`config.mk`:
```
export PLATFORM = sky130hd
export DESIGN_NAME = hydro_window_ctrl
export DESIGN_NICKNAME = d
export VERILOG_FILES = /design/src/rtl/hydro_pkg.sv /design/src/rtl/hydro_frame_counter.sv /design/src/rtl/hydro_window_ctrl.sv
export SDC_FILE = /design/constraint.sdc
export NUM_CORES = 1
export LEC_CHECK = 0
export CAP_MARGIN = 40
export CELL_PAD_IN_SITES_DETAIL_PLACEMENT = 2
export CELL_PAD_IN_SITES_GLOBAL_PLACEMENT = 2
export CORE_MARGIN = 2
export CORE_UTILIZATION = 31
export CTS_CLUSTER_DIAMETER = 40
export DETAILED_ROUTE_END_ITERATION = 12
export GPL_TIMING_DRIVEN = 0
export MAX_ROUTING_LAYER = met4
export PLACE_DENSITY = 0.83
export SLEW_MARGIN = 0
export SYNTH_ARGS = -nofsm -noshare
export SYNTH_HDL_FRONTEND = slang
export SYNTH_SLANG_ARGS = --single-unit
```
`constraint.sdc`:
```
create_clock -name clk -period 1.9 [get_ports clk]
set_input_delay 0.19 -clock clk [delete_from_list [all_inputs] [get_ports clk]]
set_output_delay 0.19 -clock clk [all_outputs]
set_load 0.02 [all_outputs]
```
`src/rtl/hydro_pkg.sv`:
```
// Shared types and constants for the hydrophone peak-detect sequencing controller.
package hydro_pkg;
    typedef enum logic [1:0] {IDLE, SYNC, EXP_A, EXP_B} state_t;

    localparam logic BEAT_CH01 = 1'b0;
    localparam logic BEAT_CH23 = 1'b1;
    localparam int   DEF_SAMPLES_PER_WINDOW = 500;
    localparam int   LANE_W = 16;
endpackage

```
`src/rtl/hydro_frame_counter.sv`:
```
// Frame counter within a window: clear has priority over increment; flags first and last frame.
module hydro_frame_counter
    import hydro_pkg::*;
#(
    parameter int CNT_W              = 16,
    parameter int SAMPLES_PER_WINDOW = DEF_SAMPLES_PER_WINDOW
) (
    input  logic             clk,
    input  logic             resetn,
    input  logic             i_clr,
    input  logic             i_inc,
    output logic [CNT_W-1:0] o_cnt,
    output logic             o_zero,
    output logic             o_tc
);
    localparam logic [CNT_W-1:0] TC_VAL = CNT_W'(SAMPLES_PER_WINDOW - 1);

    logic [CNT_W-1:0] r_cnt;

    always_ff @(posedge clk) begin
        if (!resetn || i_clr)
            r_cnt <= '0;
        else if (i_inc)
            r_cnt <= r_cnt + 1'b1;
    end

    assign o_cnt  = r_cnt;
    assign o_zero = (r_cnt == '0);
    assign o_tc   = (r_cnt == TC_VAL);
endmodule

```
`src/rtl/hydro_window_ctrl.sv`:
```
// Beat-phase FSM, window sequencing and result-slot handshake for the 4-channel
// running-max datapath; framing errors and lost windows are flagged sticky.
module hydro_window_ctrl
    import hydro_pkg::*;
#(
    parameter int SAMPLES_PER_WINDOW = DEF_SAMPLES_PER_WINDOW,
    parameter int CNT_W              = 16
) (
    input  logic             clk,
    input  logic             resetn,
    input  logic             enable,
    input  logic             s_axis_tvalid,
    input  logic             s_axis_tlast,
    output logic             s_axis_tready,
    output logic             acc_en,
    output logic             acc_sel,
    output logic             acc_load,
    output logic             win_done,
    output logic             res_valid,
    input  logic             res_ready,
    output logic             frame_err,
    output logic             overrun,
    input  logic             err_clr,
    output logic [CNT_W-1:0] win_count
);
    state_t           r_state;
    logic             r_win_end;
    logic             r_res_valid;
    logic             r_frame_err;
    logic             r_overrun;
    logic [CNT_W-1:0] r_win_count;

    logic             w_acc, w_cap_a, w_cap_b, w_err, w_win_end, w_slot_free;
    logic             w_zero, w_tc;
    logic [CNT_W-1:0] w_frame_cnt;

    // The stream is never back-pressured; unused beats are simply dropped.
    assign s_axis_tready = resetn;
    assign w_acc         = s_axis_tvalid && s_axis_tready;

    assign w_cap_a   = w_acc && (r_state == EXP_A) && !s_axis_tlast;
    assign w_cap_b   = w_acc && (r_state == EXP_B) &&  s_axis_tlast;
    assign w_err     = w_acc && (((r_state == EXP_A) &&  s_axis_tlast) ||
                                 ((r_state == EXP_B) && !s_axis_tlast));
    assign w_win_end = w_cap_b && w_tc;

    assign acc_en   = w_cap_a || w_cap_b;
    assign acc_sel  = w_cap_b ? BEAT_CH23 : BEAT_CH01;
    assign acc_load = acc_en && w_zero;

    hydro_frame_counter #(
        .CNT_W              (CNT_W),
        .SAMPLES_PER_WINDOW (SAMPLES_PER_WINDOW)
    ) u_frame_cnt (
        .clk    (clk),
        .resetn (resetn),
        .i_clr  (!enable || w_err || w_win_end),
        .i_inc  (w_cap_b),
        .o_cnt  (w_frame_cnt),
        .o_zero (w_zero),
        .o_tc   (w_tc)
    );

    always_ff @(posedge clk) begin
        if (!resetn || !enable)
            r_state <= IDLE;
        else begin
            case (r_state)
                IDLE:    r_state <= SYNC;
                SYNC:    if (w_acc && s_axis_tlast) r_state <= EXP_A;
                EXP_A:   if (w_cap_a) r_state <= EXP_B;
                EXP_B:   if (w_cap_b) r_state <= EXP_A;
                         else if (w_err) r_state <= SYNC;
                default: r_state <= IDLE;
            endcase
        end
    end

    // A slot being consumed in the same cycle counts as free, so windows can
    // be handed over back-to-back without an overrun.
    assign w_slot_free = !r_res_valid || res_ready;
    assign win_done    = r_win_end && w_slot_free;

    always_ff @(posedge clk) begin
        if (!resetn) begin
            r_win_end   <= 1'b0;
            r_res_valid <= 1'b0;
            r_frame_err <= 1'b0;
            r_overrun   <= 1'b0;
            r_win_count <= '0;
        end else begin
            r_win_end <= w_win_end;
            if (win_done)
                r_res_valid <= 1'b1;
            else if (res_ready)
                r_res_valid <= 1'b0;
            if (win_done)
                r_win_count <= r_win_count + 1'b1;
            if (w_err)
                r_frame_err <= 1'b1;
            else if (err_clr)
                r_frame_err <= 1'b0;
            if (r_win_end && !w_slot_free)
                r_overrun <= 1'b1;
            else if (err_clr)
                r_overrun <= 1'b0;
        end
    end

    assign res_valid = r_res_valid;
    assign frame_err = r_frame_err;
    assign overrun   = r_overrun;
    assign win_count = r_win_count;
endmodule

```
# Word-level counts from Yosys, hierarchy flattened
# Index checks and enable logic that the tools add are counted.
[totals] regBits=38 input_bits=7 out_inout_bits=24 wordCells=58
[op_classes] add_sub_neg=2 n_eq_ne=7 mux=11 reduce_logical=31
[op_table] op="16-bit by 1-bit adder with 16-bit output, second input constant" n=2
[op_table] op="16-bit by 9-bit equality test with 1-bit output, second input constant" n=1
[op_table] op="16-bit zero test" n=1
[op_table] op="1-bit logical AND" n=13
[op_table] op="2-bit two-way mux" n=4
[op_table] op="2-bit case mux with 4 select lines" n=1
[op_table] op="1-bit logical OR" n=7
[op_table] op="1-bit two-way mux" n=6
[op_table] op="2-bit nonzero test" n=3
[op_table] op="1-bit zero test" n=5
[op_table] op="2-bit equality test, second input constant" n=2
[op_table] op="2-bit inequality test, second input constant" n=2
[op_table] op="3-bit inequality test, second input constant" n=1
[op_table] op="3-bit AND reduction" n=1
[op_table] op="2-bit by 1-bit equality test with 1-bit output, second input constant" n=1
[op_table] op="2-bit zero test" n=1

# Longest topological paths before layout
# Gate-level depths: netlist of run 1.
[logic_depth] depth_word=7 ltp_mapped=6 ltp_nobuf=5

# By module
# From an unflattened synthesis of run 1, not the netlist that was laid out.
[unflattened] hier_cells=222 hier_area_um2=1853.0
[modules_own_cells] mod="hydro_window_ctrl" n_inst=1 cells_each=123 area_each_um2=1026.0 seq_area_each_um2=440.4
[modules_own_cells] mod="hydro_frame_counter" n_inst=1 cells_each=99 area_each_um2=827.0 seq_area_each_um2=320.3

# Worst setup path after synthesis of run 1
# Ideal clock, no wire load.
[synth_timing] path_type="flip-flop to flip-flop" startpoint="register r_res_valid, in the netlist res_valid" endpoint="register r_win_count[13], in the netlist win_count[13]" setup_time_ps=72 arrival_time_ps=1684 t_required_ps=1828 path_slack_ps=144 stages_incl_launch_ff=6 path_buffers=1 synth_period_minus_slack_ps=1756 cell_sequence="dfxtp_1 > and2b_4 > or3_1 > buf_2 > or4_1 > a21oi_1"
[synth_between] elab_chain_cells=3
[synth_lines] item="start, declared" line_no="hydro_window_ctrl.sv:28" rtl="logic r_res_valid;"
[synth_lines] item="start signal, assigned" line_no="hydro_window_ctrl.sv:87" rtl="r_res_valid <= 1'b0;"
[synth_lines] item="start signal, assigned" line_no="hydro_window_ctrl.sv:94" rtl="r_res_valid <= 1'b1;"
[synth_lines] item="start signal, assigned" line_no="hydro_window_ctrl.sv:96" rtl="r_res_valid <= 1'b0;"
[synth_lines] item="1-bit zero test" line_no="hydro_window_ctrl.sv:81" rtl="assign w_slot_free = !r_res_valid || res_ready;"
[synth_lines] item="1-bit logical OR" line_no="hydro_window_ctrl.sv:81"
[synth_lines] item="1-bit logical AND" line_no="hydro_window_ctrl.sv:82" rtl="assign win_done = r_win_end && w_slot_free;"
[synth_lines] item="end signal, assigned" line_no="hydro_window_ctrl.sv:98" rtl="r_win_count <= r_win_count + 1'b1;"
[synth_lines] item="end, declared" line_no="hydro_window_ctrl.sv:31" rtl="logic [CNT_W-1:0] r_win_count;"
# No other way between the ends.
# A chain may end at the register's enable or synchronous reset.

# Worst setup path in the final report of run 1
[layout_timing] startpoint="input port res_ready" endpoint="register r_win_count[15], in the netlist win_count[15]"
[layout_between] elab_chain_cells=2
[layout_lines] item="start, declared" line_no="hydro_window_ctrl.sv:20" rtl="input logic res_ready,"
[layout_lines] item="1-bit logical OR" line_no="hydro_window_ctrl.sv:81"
[layout_lines] item="1-bit logical AND" line_no="hydro_window_ctrl.sv:82"
# No other way between the ends.

==> metrics.md, run 1 <==
| Metric | Value |
|---|---|
| Number of antenna violations at the first check in global routing | `0` |
| Vias in the first global route | `1,782` |
| Pins Over Slew Limit | `0` |
| Antenna Nets Post-Route | `0` |
| Cell leakage power | `0.8031 nW` |
| Number of synthesized register bits | `38` |
| Stages on the worst setup path | `6` |
| CP Data Required Time | `2.13 ns` |
| Buffer depth of the longest clock path | `2` |
| Via count | `1,776` |
| Sequential share of the synthesized area | `41.96%` |
| CTS Hold Buffers Added | `0` |
| Worst Path Buf+Inv | `2` |
| Outcome | `completed` |
| Fraction of final layout cells with drive strength greater than 1 | `10.85%` |
| Area enclosed by the die boundary | `6476 µm²` |
| CTS H-tree lvls | `2` |
| Portion of synthesized cell area occupied by the leading cell type | `41.96%` |
| Share of the clock period used by the worst path after layout | `95.90%` |
| Final hold violation count | `0` |
| Number of nets in the synthesized netlist | `229` |
| CP max FO | `9` |
| Setup violation total in the final timing report | `0` |
| Min cycle time layout | `1.822 ns` |
| Number of remaining DRC errors | `0` |
| Final cell utilization of the core | `42.07%` |
| Post-layout total power | `0.001452 W` |
| Post-synthesis cell count | `219` |
| Capturing element of the worst setup path | `win_count[15]$_SDFFE_PN0P_` |
| Via-per-instance ratio | `5.382` |
| Total half-perimeter wirelength after legalization and detailed placement | `3.758 mm` |
| Total Routing Usage GR | `17.60%` |
| Unique masters post-synth | `35` |
| Count of input and output buffers | `30` |
| Average wire per cell in the routed design | `15.74 µm` |
| Clock Latency Late Sink | `0.30 ns` |
| Cell Rows | `27` |
| Boundary Pins | `31` |
| Cell Pwr Density | `619.1 nW/µm²` |
| Highest Clock Rate | `548.8 MHz` |
| Overflow after GRT | `0` |
| Critical Path Max Stage Delay | `0.51 ns` |
| Post-layout nets | `267` |
| CTS sink count | `38` |
| Type of the worst setup path | `input pin to register` |
| Critical path launch point type | `input pin` |
| Worst-case hold slack | `0.4226 ns` |
| List of cells traversed by the critical path | `clkdlybuf4s50_1, and2b_4, or3_1, buf_4, or4_1, a21oi_1` |
| Class of the worst hold path | `input pin to register` |
| Iteration-0 DRC Markers | `30` |
| Worst-path clk slew | `0.08 ns` |
| Cell family contributing the most delay on the critical path | `simple AND/OR/NAND/NOR gates` |
| Endpoint class of the critical path | `register` |
| Area of the core region | `5574 µm²` |
| Reg-to-Reg Start | `win_count[0]$_SDFFE_PN0P_` |
| Routability congestion estimate | `0.7567` |
| Cell accounting for the most synthesized area | `sky130_fd_sc_hd__dfxtp_1` |
| Avg Inst Size Synth | `8.278 µm²` |
| Clock tree from TritonCTS | `done` |
| Largest net degree at the start of global routing | `13` |
| Worst slew slack as a fraction of its limit | `65.24%` |
| Number of warnings printed during yosys synthesis | `0` |
| Root Driver | `sky130_fd_sc_hd__clkbuf_8` |
| Overall die height | `80.48 µm` |
| Startpoint of the lowest-slack hold path | `s_axis_tvalid` |
| Peak VDD IR | `358.1 µV` |
| Setup skew after layout | `0.01089 ns` |
| Setup slack of the worst register-to-register path | `0.12 ns` |
| Length in cells of the worst reg-to-reg path | `5` |
| Initial core utilization | `32.53%` |
| Number of inserted diodes | `0` |
| Post-synth design cell area | `1813 µm²` |
| Worst-path cell with the longest stage delay | `sky130_fd_sc_hd__or4_1` |
| Start point of the critical path | `res_ready` |
| Drt pass-1 iters | `6` |
| Least-Margin Pin Slew | `0.5213 ns` |
| Number of buffers inserted during clock tree synthesis | `5` |
| Wire length of the first global-routing pass | `8.631 mm` |
| Area grow syn2layout | `29.33%` |
| Die X | `80.48 µm` |
| Post-detailed-routing wire length | `5.194 mm` |
| CP arrival | `2.05 ns` |
| Worst r2r dst | `win_count[15]$_SDFFE_PN0P_` |
| Biggest area contributors in the synthesized netlist | `sky130_fd_sc_hd__dfxtp_1 (42%), sky130_fd_sc_hd__xor2_1 (5.3%), sky130_fd_sc_hd__a21oi_1 (5.2%), sky130_fd_sc_hd__nor2_1 (5.2%), sky130_fd_sc_hd__nand4_1 (3.8%)` |
| Maxcap violations | `0` |
-- metal layers --
| layer | routed length (µm) | vias up | GRT usage, % | share of wire [%] |
|---|---|---|---|---|
| met5 | 0 | - | - | 0 |
| met4 | 57 | 0 | 5.085 | 1.1 |
| met3 | 141 | 7 | 3.371 | 2.7 |
| met2 | 2603 | 25 | 29.92 | 50 |
| met1 | 2392 | 873 | 21.22 | 46 |
| li1 | - | 871 | - | - |
-- state kept, by name (all words and copies together) (netlist names) --
register / cells
u_frame_cnt.o_cnt: 16
win_count: 16
r_state: 2
frame_err: 1
overrun: 1
r_win_end: 1
res_valid: 1
-- report_power, final --
group          internal (W)  switching [W]
clock network      0.000292       0.000305
registers          0.000797     0.00000335
logic             0.0000222      0.0000318
-- worst min-delay path by stage --
| stage | slack (ns) | cells past startpoint | endpoint |
|---|---|---|---|
| floorplan | 0.34 | 2 | r_state[0]$_SDFFE_PP0P_ |
| global placement | 0.47 | 2 | win_count[15]$_SDFFE_PN0P_ |
| detailed placement | 0.49 | 2 | win_count[15]$_SDFFE_PN0P_ |
| CTS | 0.41 | 3 | r_state[0]$_SDFFE_PP0P_ |
| global route | 0.44 | 3 | r_state[1]$_SDFFE_PP0P_ |
| finish | 0.42 | 3 | r_state[1]$_SDFFE_PP0P_ |
-- synth_stat cells --
cell type                  instances
sky130_fd_sc_hd__a32oi_1           1
sky130_fd_sc_hd__nand4b_1          2
sky130_fd_sc_hd__buf_4             1
sky130_fd_sc_hd__nand2b_1          2
sky130_fd_sc_hd__and2_1            1
sky130_fd_sc_hd__and2b_4           1
sky130_fd_sc_hd__nand2_2           1
sky130_fd_sc_hd__o31ai_1           4
sky130_fd_sc_hd__a31oi_1           1
sky130_fd_sc_hd__clkbuf_1          2
sky130_fd_sc_hd__nand4_2           1
sky130_fd_sc_hd__and4_1            6
sky130_fd_sc_hd__and3_1            6
sky130_fd_sc_hd__xnor2_1           6
sky130_fd_sc_hd__nor4b_1           1
sky130_fd_sc_hd__a21oi_1          19
sky130_fd_sc_hd__buf_2             2
sky130_fd_sc_hd__xor2_1           11
sky130_fd_sc_hd__clkbuf_2          1
sky130_fd_sc_hd__ha_1              3
sky130_fd_sc_hd__o21ai_1           1
sky130_fd_sc_hd__nor2_1           25
sky130_fd_sc_hd__or4_1             4
sky130_fd_sc_hd__nor3_1            3
sky130_fd_sc_hd__dfxtp_1          38
sky130_fd_sc_hd__inv_1             7
sky130_fd_sc_hd__o21ai_0          12
sky130_fd_sc_hd__nor4_1            5
sky130_fd_sc_hd__or3_1            10
sky130_fd_sc_hd__clkinv_1          1
sky130_fd_sc_hd__and2_2            1
sky130_fd_sc_hd__nand2_1          15
sky130_fd_sc_hd__nand3_1          13
sky130_fd_sc_hd__nor2b_1           1
sky130_fd_sc_hd__nand4_1          11
-- layout make-up --
class                   instances  area (µm²)
inverters                       8       30.03
clock buffers                   6       82.58
fillers                       638        3229
flip-flops and latches         38       762.0
clock inverters                 2       12.51
multi-input cells             167        1027
repair buffers                 32       309.0
well taps                      72       90.09
plain buffers                   5       31.28
-- worst reg2reg max path, stage by stage, from the launching register on --
cell and delay, ns:
sky130_fd_sc_hd__dfxtp_1 0.43, sky130_fd_sc_hd__nand2_1 0.14, sky130_fd_sc_hd__or3_1 0.32, sky130_fd_sc_hd__buf_4 0.17
sky130_fd_sc_hd__or4_1 0.51, sky130_fd_sc_hd__a21oi_1 0.15
-- stage by stage --
stage          area [µm²]  setup WS, ns  cells  TNS (ns)
2_1_floorplan        1813        0.1437    219         0
3_3_place_gp         2203       -0.6282    321    -9.402
3_5_place_dp         2203       -0.7188    321    -10.83
4_1_cts              2325       0.01487    330         0
5_1_grt              2345      -0.01102    330  -0.01102
6_report             2345       0.07783    330         0
-- cell usage in the layout (no fill, tap or decap), types with 2 or more instances in the layout --
cell type and instances:
sky130_fd_sc_hd__nand4b_1 2, sky130_fd_sc_hd__a21oi_1 18, sky130_fd_sc_hd__nor4_1 4, sky130_fd_sc_hd__dfxtp_1 37, sky130_fd_sc_hd__nor3_1 3, sky130_fd_sc_hd__nand4_1 11
sky130_fd_sc_hd__nor2_1 25, sky130_fd_sc_hd__and3_1 5, sky130_fd_sc_hd__buf_4 4, sky130_fd_sc_hd__nand2_1 15, sky130_fd_sc_hd__clkdlybuf4s50_1 25, sky130_fd_sc_hd__dlygate4sd2_1 3
sky130_fd_sc_hd__o21ai_0 12, sky130_fd_sc_hd__clkbuf_2 2, sky130_fd_sc_hd__o31ai_1 4, sky130_fd_sc_hd__and4_1 5, sky130_fd_sc_hd__clkbuf_8 6, sky130_fd_sc_hd__xnor2_1 6
sky130_fd_sc_hd__nand3_1 12, sky130_fd_sc_hd__ha_1 3, sky130_fd_sc_hd__or4_1 3, sky130_fd_sc_hd__or3_1 10, sky130_fd_sc_hd__xor2_1 11, sky130_fd_sc_hd__inv_1 7
-- logic make-up after synthesis --
family	count (synthesis)	synth area share, %
buf+inv	14	3.313
simple gates	109	33.13
fa+ha+maj	3	2.071
xor+xnor	17	8.212
flops	38	41.96
compound gates	38	11.32
-- what timing repair did --
action	4_1_cts	5_1_grt
pin swaps	2	2
endpoints found under the setup margin	20	16
resized for setup	9	11
setup buffers	2	0
Power figures use the tool's default switching activity.
==> run 2: changes to the inputs <==
--- a/config.mk
+++ b/config.mk
@@ -15,6 +15,7 @@
 export GPL_TIMING_DRIVEN = 0
 export MAX_ROUTING_LAYER = met4
 export PLACE_DENSITY = 0.83
+export SKIP_LAST_GASP = 1
 export SLEW_MARGIN = 0
 export SYNTH_ARGS = -nofsm -noshare
 export SYNTH_HDL_FRONTEND = slang
==> results of run 2 <==
Same layout as run 1: the final DEF is identical, and so are final timing and power.
==> run 3: changes to the inputs <==
--- a/config.mk
+++ b/config.mk
@@ -8,13 +8,15 @@
 export CAP_MARGIN = 40
 export CELL_PAD_IN_SITES_DETAIL_PLACEMENT = 2
 export CELL_PAD_IN_SITES_GLOBAL_PLACEMENT = 2
+export CORE_ASPECT_RATIO = 1.75
 export CORE_MARGIN = 2
-export CORE_UTILIZATION = 31
+export CORE_UTILIZATION = 36
 export CTS_CLUSTER_DIAMETER = 40
 export DETAILED_ROUTE_END_ITERATION = 12
+export DONT_BUFFER_PORTS = 1
 export GPL_TIMING_DRIVEN = 0
 export MAX_ROUTING_LAYER = met4
-export PLACE_DENSITY = 0.83
+export PLACE_DENSITY = 0.81
 export SKIP_LAST_GASP = 1
 export SLEW_MARGIN = 0
 export SYNTH_ARGS = -nofsm -noshare
==> run 3 against run 2 <==
Count of clock-buffer cells in the layout is 1 higher. Critical endpoint is now win_count[13]$_SDFFE_PN0P_. Worst setup slack worse by 0.015 ns. Wire length is 6.0% lower. Highest routed layer unchanged. Sequential share of layout area is 5.8 points higher. Power is 2.3% lower. Cell count is 15% lower. Global-route usage is 2.2 points higher. Critical path depth is 1 lower. Sequential cell count stayed put. Sequential power hardly changed.
==> metrics.md, run 3 (synthesis gave the netlist of run 1 again) <==
| Metric | Value |
|---|---|
| Outcome | `completed` |
| Setup violation total in the final timing report | `0 (unchanged)` |
| CP Data Required Time | `2.12 ns (about the same)` |
| Critical path launch point type | `register` |
| Part of the power in combinational logic | `2.4% (-1.3 points)` |
| CP arrival | `2.06 ns (about the same)` |
| Total Routing Usage GR | `19.79% (+2.2 points)` |
| Unrepaired setup endpoints after global routing | `yes` |
| Final hold violation count | `0 (unchanged)` |
| Number of buffers inserted during clock tree synthesis | `5 (unchanged)` |
| Endpoint class of the critical path | `register` |
| Via count | `1,640 (-7.7%)` |
| Largest net degree at the start of global routing | `12 (-1)` |
| Boundary Pins | `31 (unchanged)` |
| Switching Power | `0.0003193 W (-6.2%)` |
| Die X | `57.65 µm (-28%)` |
| Area of the core region | `4892 µm² (-12%)` |
| Setup slack of the worst register-to-register path | `0.06 ns (-0.06 ns)` |
| Share of the clock period used by the worst path after layout | `96.70% (+0.80 points)` |
| CTS Hold Buffers Added | `0 (unchanged)` |
| Smallest setup slack after layout | `0.06268 ns (-0.01515 ns)` |
| Antenna Nets Post-Route | `0 (unchanged)` |
| End point of the most critical hold path | `r_state[0]$_SDFFE_PP0P_` |
| Setup skew after layout | `0.01074 ns (-0.0001441 ns)` |
| Routability congestion estimate | `0.7693 (+1.7%)` |
| Cell leakage power | `0.6609 nW (-18%)` |
| Pins Over Slew Limit | `0 (unchanged)` |
| Worst slew slack as a fraction of its limit | `63.50% (-1.7 points)` |
| Post-layout nets | `236 (-12%)` |
| Least-Margin Pin Slew | `0.5455 ns (+0.02415 ns)` |
| Count of input and output buffers | `0 (-100%)` |
| Type of the worst setup path | `register to register` |
| Area enclosed by the die boundary | `5642 µm² (-13%)` |
| Area grow syn2layout | `11.46%` |
| Total half-perimeter wirelength after legalization and detailed placement | `3.705 mm (-1.4%)` |
| Worst r2r dst | `win_count[13]$_SDFFE_PN0P_` |
| CP max FO | `9 (unchanged)` |
| Clock tree from TritonCTS | `done` |
| Internal Pwr Total | `0.001099 W (-1.1%)` |
| Initial core utilization | `37.06% (+4.5 points)` |
| Hold depth | `2 (-1)` |
| Clock Latency Late Sink | `0.29 ns (about the same)` |
| Peak VDD IR | `411.7 µV (+15%)` |
| Sequential cell fraction of total power | `56.3% (+1.1 points)` |
| Root Driver | `sky130_fd_sc_hd__clkbuf_8` |
| Buffer depth of the longest clock path | `2 (unchanged)` |
| Maxcap violations | `0 (unchanged)` |
| Wire length of the first global-routing pass | `8.535 mm (-1.1%)` |
| Total of fill cells in the finished design | `580 (-9.1%)` |
| Worst setup slack before clock tree synthesis | `-0.2905 ns (+0.4282 ns)` |
| Length in cells of the worst reg-to-reg path | `5 (unchanged)` |
| Number of remaining DRC errors | `0 (unchanged)` |
| Number of antenna violations at the first check in global routing | `0 (unchanged)` |
| Top library cells by usage in the layout, fill and taps aside | `sky130_fd_sc_hd__dfxtp_1 (29), sky130_fd_sc_hd__nor2_1 (23), sky130_fd_sc_hd__a21oi_1 (19), sky130_fd_sc_hd__nand2_1 (15)` |
| Iteration-0 DRC Markers | `44 (+47%)` |
| Final Instance Area | `2021 µm² (-14%)` |
| Worst-path clk slew | `0.08 ns (about the same)` |
| Class of the worst hold path | `input pin to register` |
| Setup TNS Final | `0 ns (unchanged)` |
| Post-detailed-routing wire length | `4.883 mm (-6.0%)` |
| Reg-to-Reg Start | `res_valid$_SDFFE_PN0P_` |
| Min cycle time layout | `1.837 ns (+0.01515 ns)` |
| Startpoint of the lowest-slack hold path | `s_axis_tvalid` |
| Most common cell after layout, fill and taps aside | `sky130_fd_sc_hd__dfxtp_1` |
| CTS H-tree lvls | `2 (unchanged)` |
| Cell Rows | `34 (+26%)` |
| Via-per-instance ratio | `5.836 (+8.4%)` |
| Overflow after GRT | `0 (unchanged)` |
| Highest Clock Rate | `544.3 MHz (-0.82%)` |
| Fraction of power spent switching nets | `22.52% (-0.92 points)` |
| Fraction of final layout cells with drive strength greater than 1 | `13.66% (+2.8 points)` |
| Drt pass-1 iters | `4 (-2)` |
| CTS sink count | `38 (unchanged)` |
| Overall die height | `97.88 µm (+22%)` |
| Cell Pwr Density | `701.7 nW/µm² (+13%)` |
| Share of total power in the clock network | `41.3% (+0.2 points)` |
| Post-place instance area | `1881 µm² (-15%)` |
| Vias in the first global route | `1,791 (+0.51%)` |
| Number of inserted diodes | `0 (unchanged)` |
| Average wire per cell in the routed design | `17.38 µm (+10%)` |
==> run 3: critical path, stage by stage (launching register included) <==
cell and delay (ns):
sky130_fd_sc_hd__dfxtp_4 0.38, sky130_fd_sc_hd__and2b_4 0.19, sky130_fd_sc_hd__or3_1 0.39, sky130_fd_sc_hd__buf_4 0.18, sky130_fd_sc_hd__or4_1 0.50, sky130_fd_sc_hd__a21oi_1 0.14
==> run 3: worst max-delay path by stage <==
stage | slack (ns) | end | startpoint | cells after the start
floorplan | 0.14 | win_count[13]$_SDFFE_PN0P_ | res_valid$_SDFFE_PN0P_ | 5
global placement | -0.30 | u_frame_cnt.o_cnt[0]$_SDFFE_PP0P_ | r_state[0]$_SDFFE_PP0P_ | 6
finish | 0.06 | win_count[13]$_SDFFE_PN0P_ | res_valid$_SDFFE_PN0P_ | 5
global route | -0.009 | u_frame_cnt.o_cnt[7]$_SDFFE_PP0P_ | r_state[1]$_SDFFE_PP0P_ | 6
CTS | 0.004 | win_count[14]$_SDFFE_PN0P_ | win_count[6]$_SDFFE_PN0P_ | 4
detailed placement | -0.29 | u_frame_cnt.o_cnt[9]$_SDFFE_PP0P_ | r_state[0]$_SDFFE_PP0P_ | 6
==> run 3: layout make-up <==
| type | instances | area (µm²) | share of cell area (%) |
|---|---|---|---|
| tap | 54 | 67.56 | 3.344 |
| multi-input combinational | 167 | 1021 | 50.53 |
| clock inverter | 1 | 5.005 | 0.2477 |
| buffer | 5 | 28.78 | 1.424 |
| clock buffer | 7 | 86.33 | 4.272 |
| timing repair buffer | 1 | 7.507 | 0.3715 |
| sequential | 38 | 774.5 | 38.33 |
| inverter | 8 | 30.03 | 1.486 |
==> run 3: per-stage QoR <==
stage	cells	hold slack, ns	power (W)	util (%)
floorplan	219	0.3419	0.0008403	-
global route	281	0.07756	0.001481	41.30
detailed placement	273	0.3685	0.0008496	38.44
finish	281	0.06487	0.001418	41.30
CTS	282	0.05687	0.001443	41.07
global placement	273	0.3535	0.0008501	38.44
==> run 3: routing by layer <==
| metal | up-vias | wire length, µm | track usage (%) |
|---|---|---|---|
| li1 | 804 | - | - |
| met1 | 809 | 1800 | 19.67 |
| met2 | 23 | 2850 | 36.28 |
| met5 | - | 0 | - |
| met4 | 0 | 77 | 8.229 |
| met3 | 4 | 154 | 3.576 |
==> run 3: power groups by stage <==
stage	Combinational, W	Clock, W	Sequential [W]
after global routing	0.0000384	0.000644	0.000799
after detailed placement	0.0000329	0	0.000817
after floorplan	0.0000237	0	0.000817
final	0.0000337	0.000586	0.000799
after CTS	0.0000375	0.000608	0.000798
after global placement	0.0000334	0	0.000817
==> run 3: what timing repair did <==
item,in CTS,in global routing
gates cloned,0,0
gates resized for setup,12,8
pin swaps,1,1
buffers inserted,1,0
setup endpoints to repair,14,16
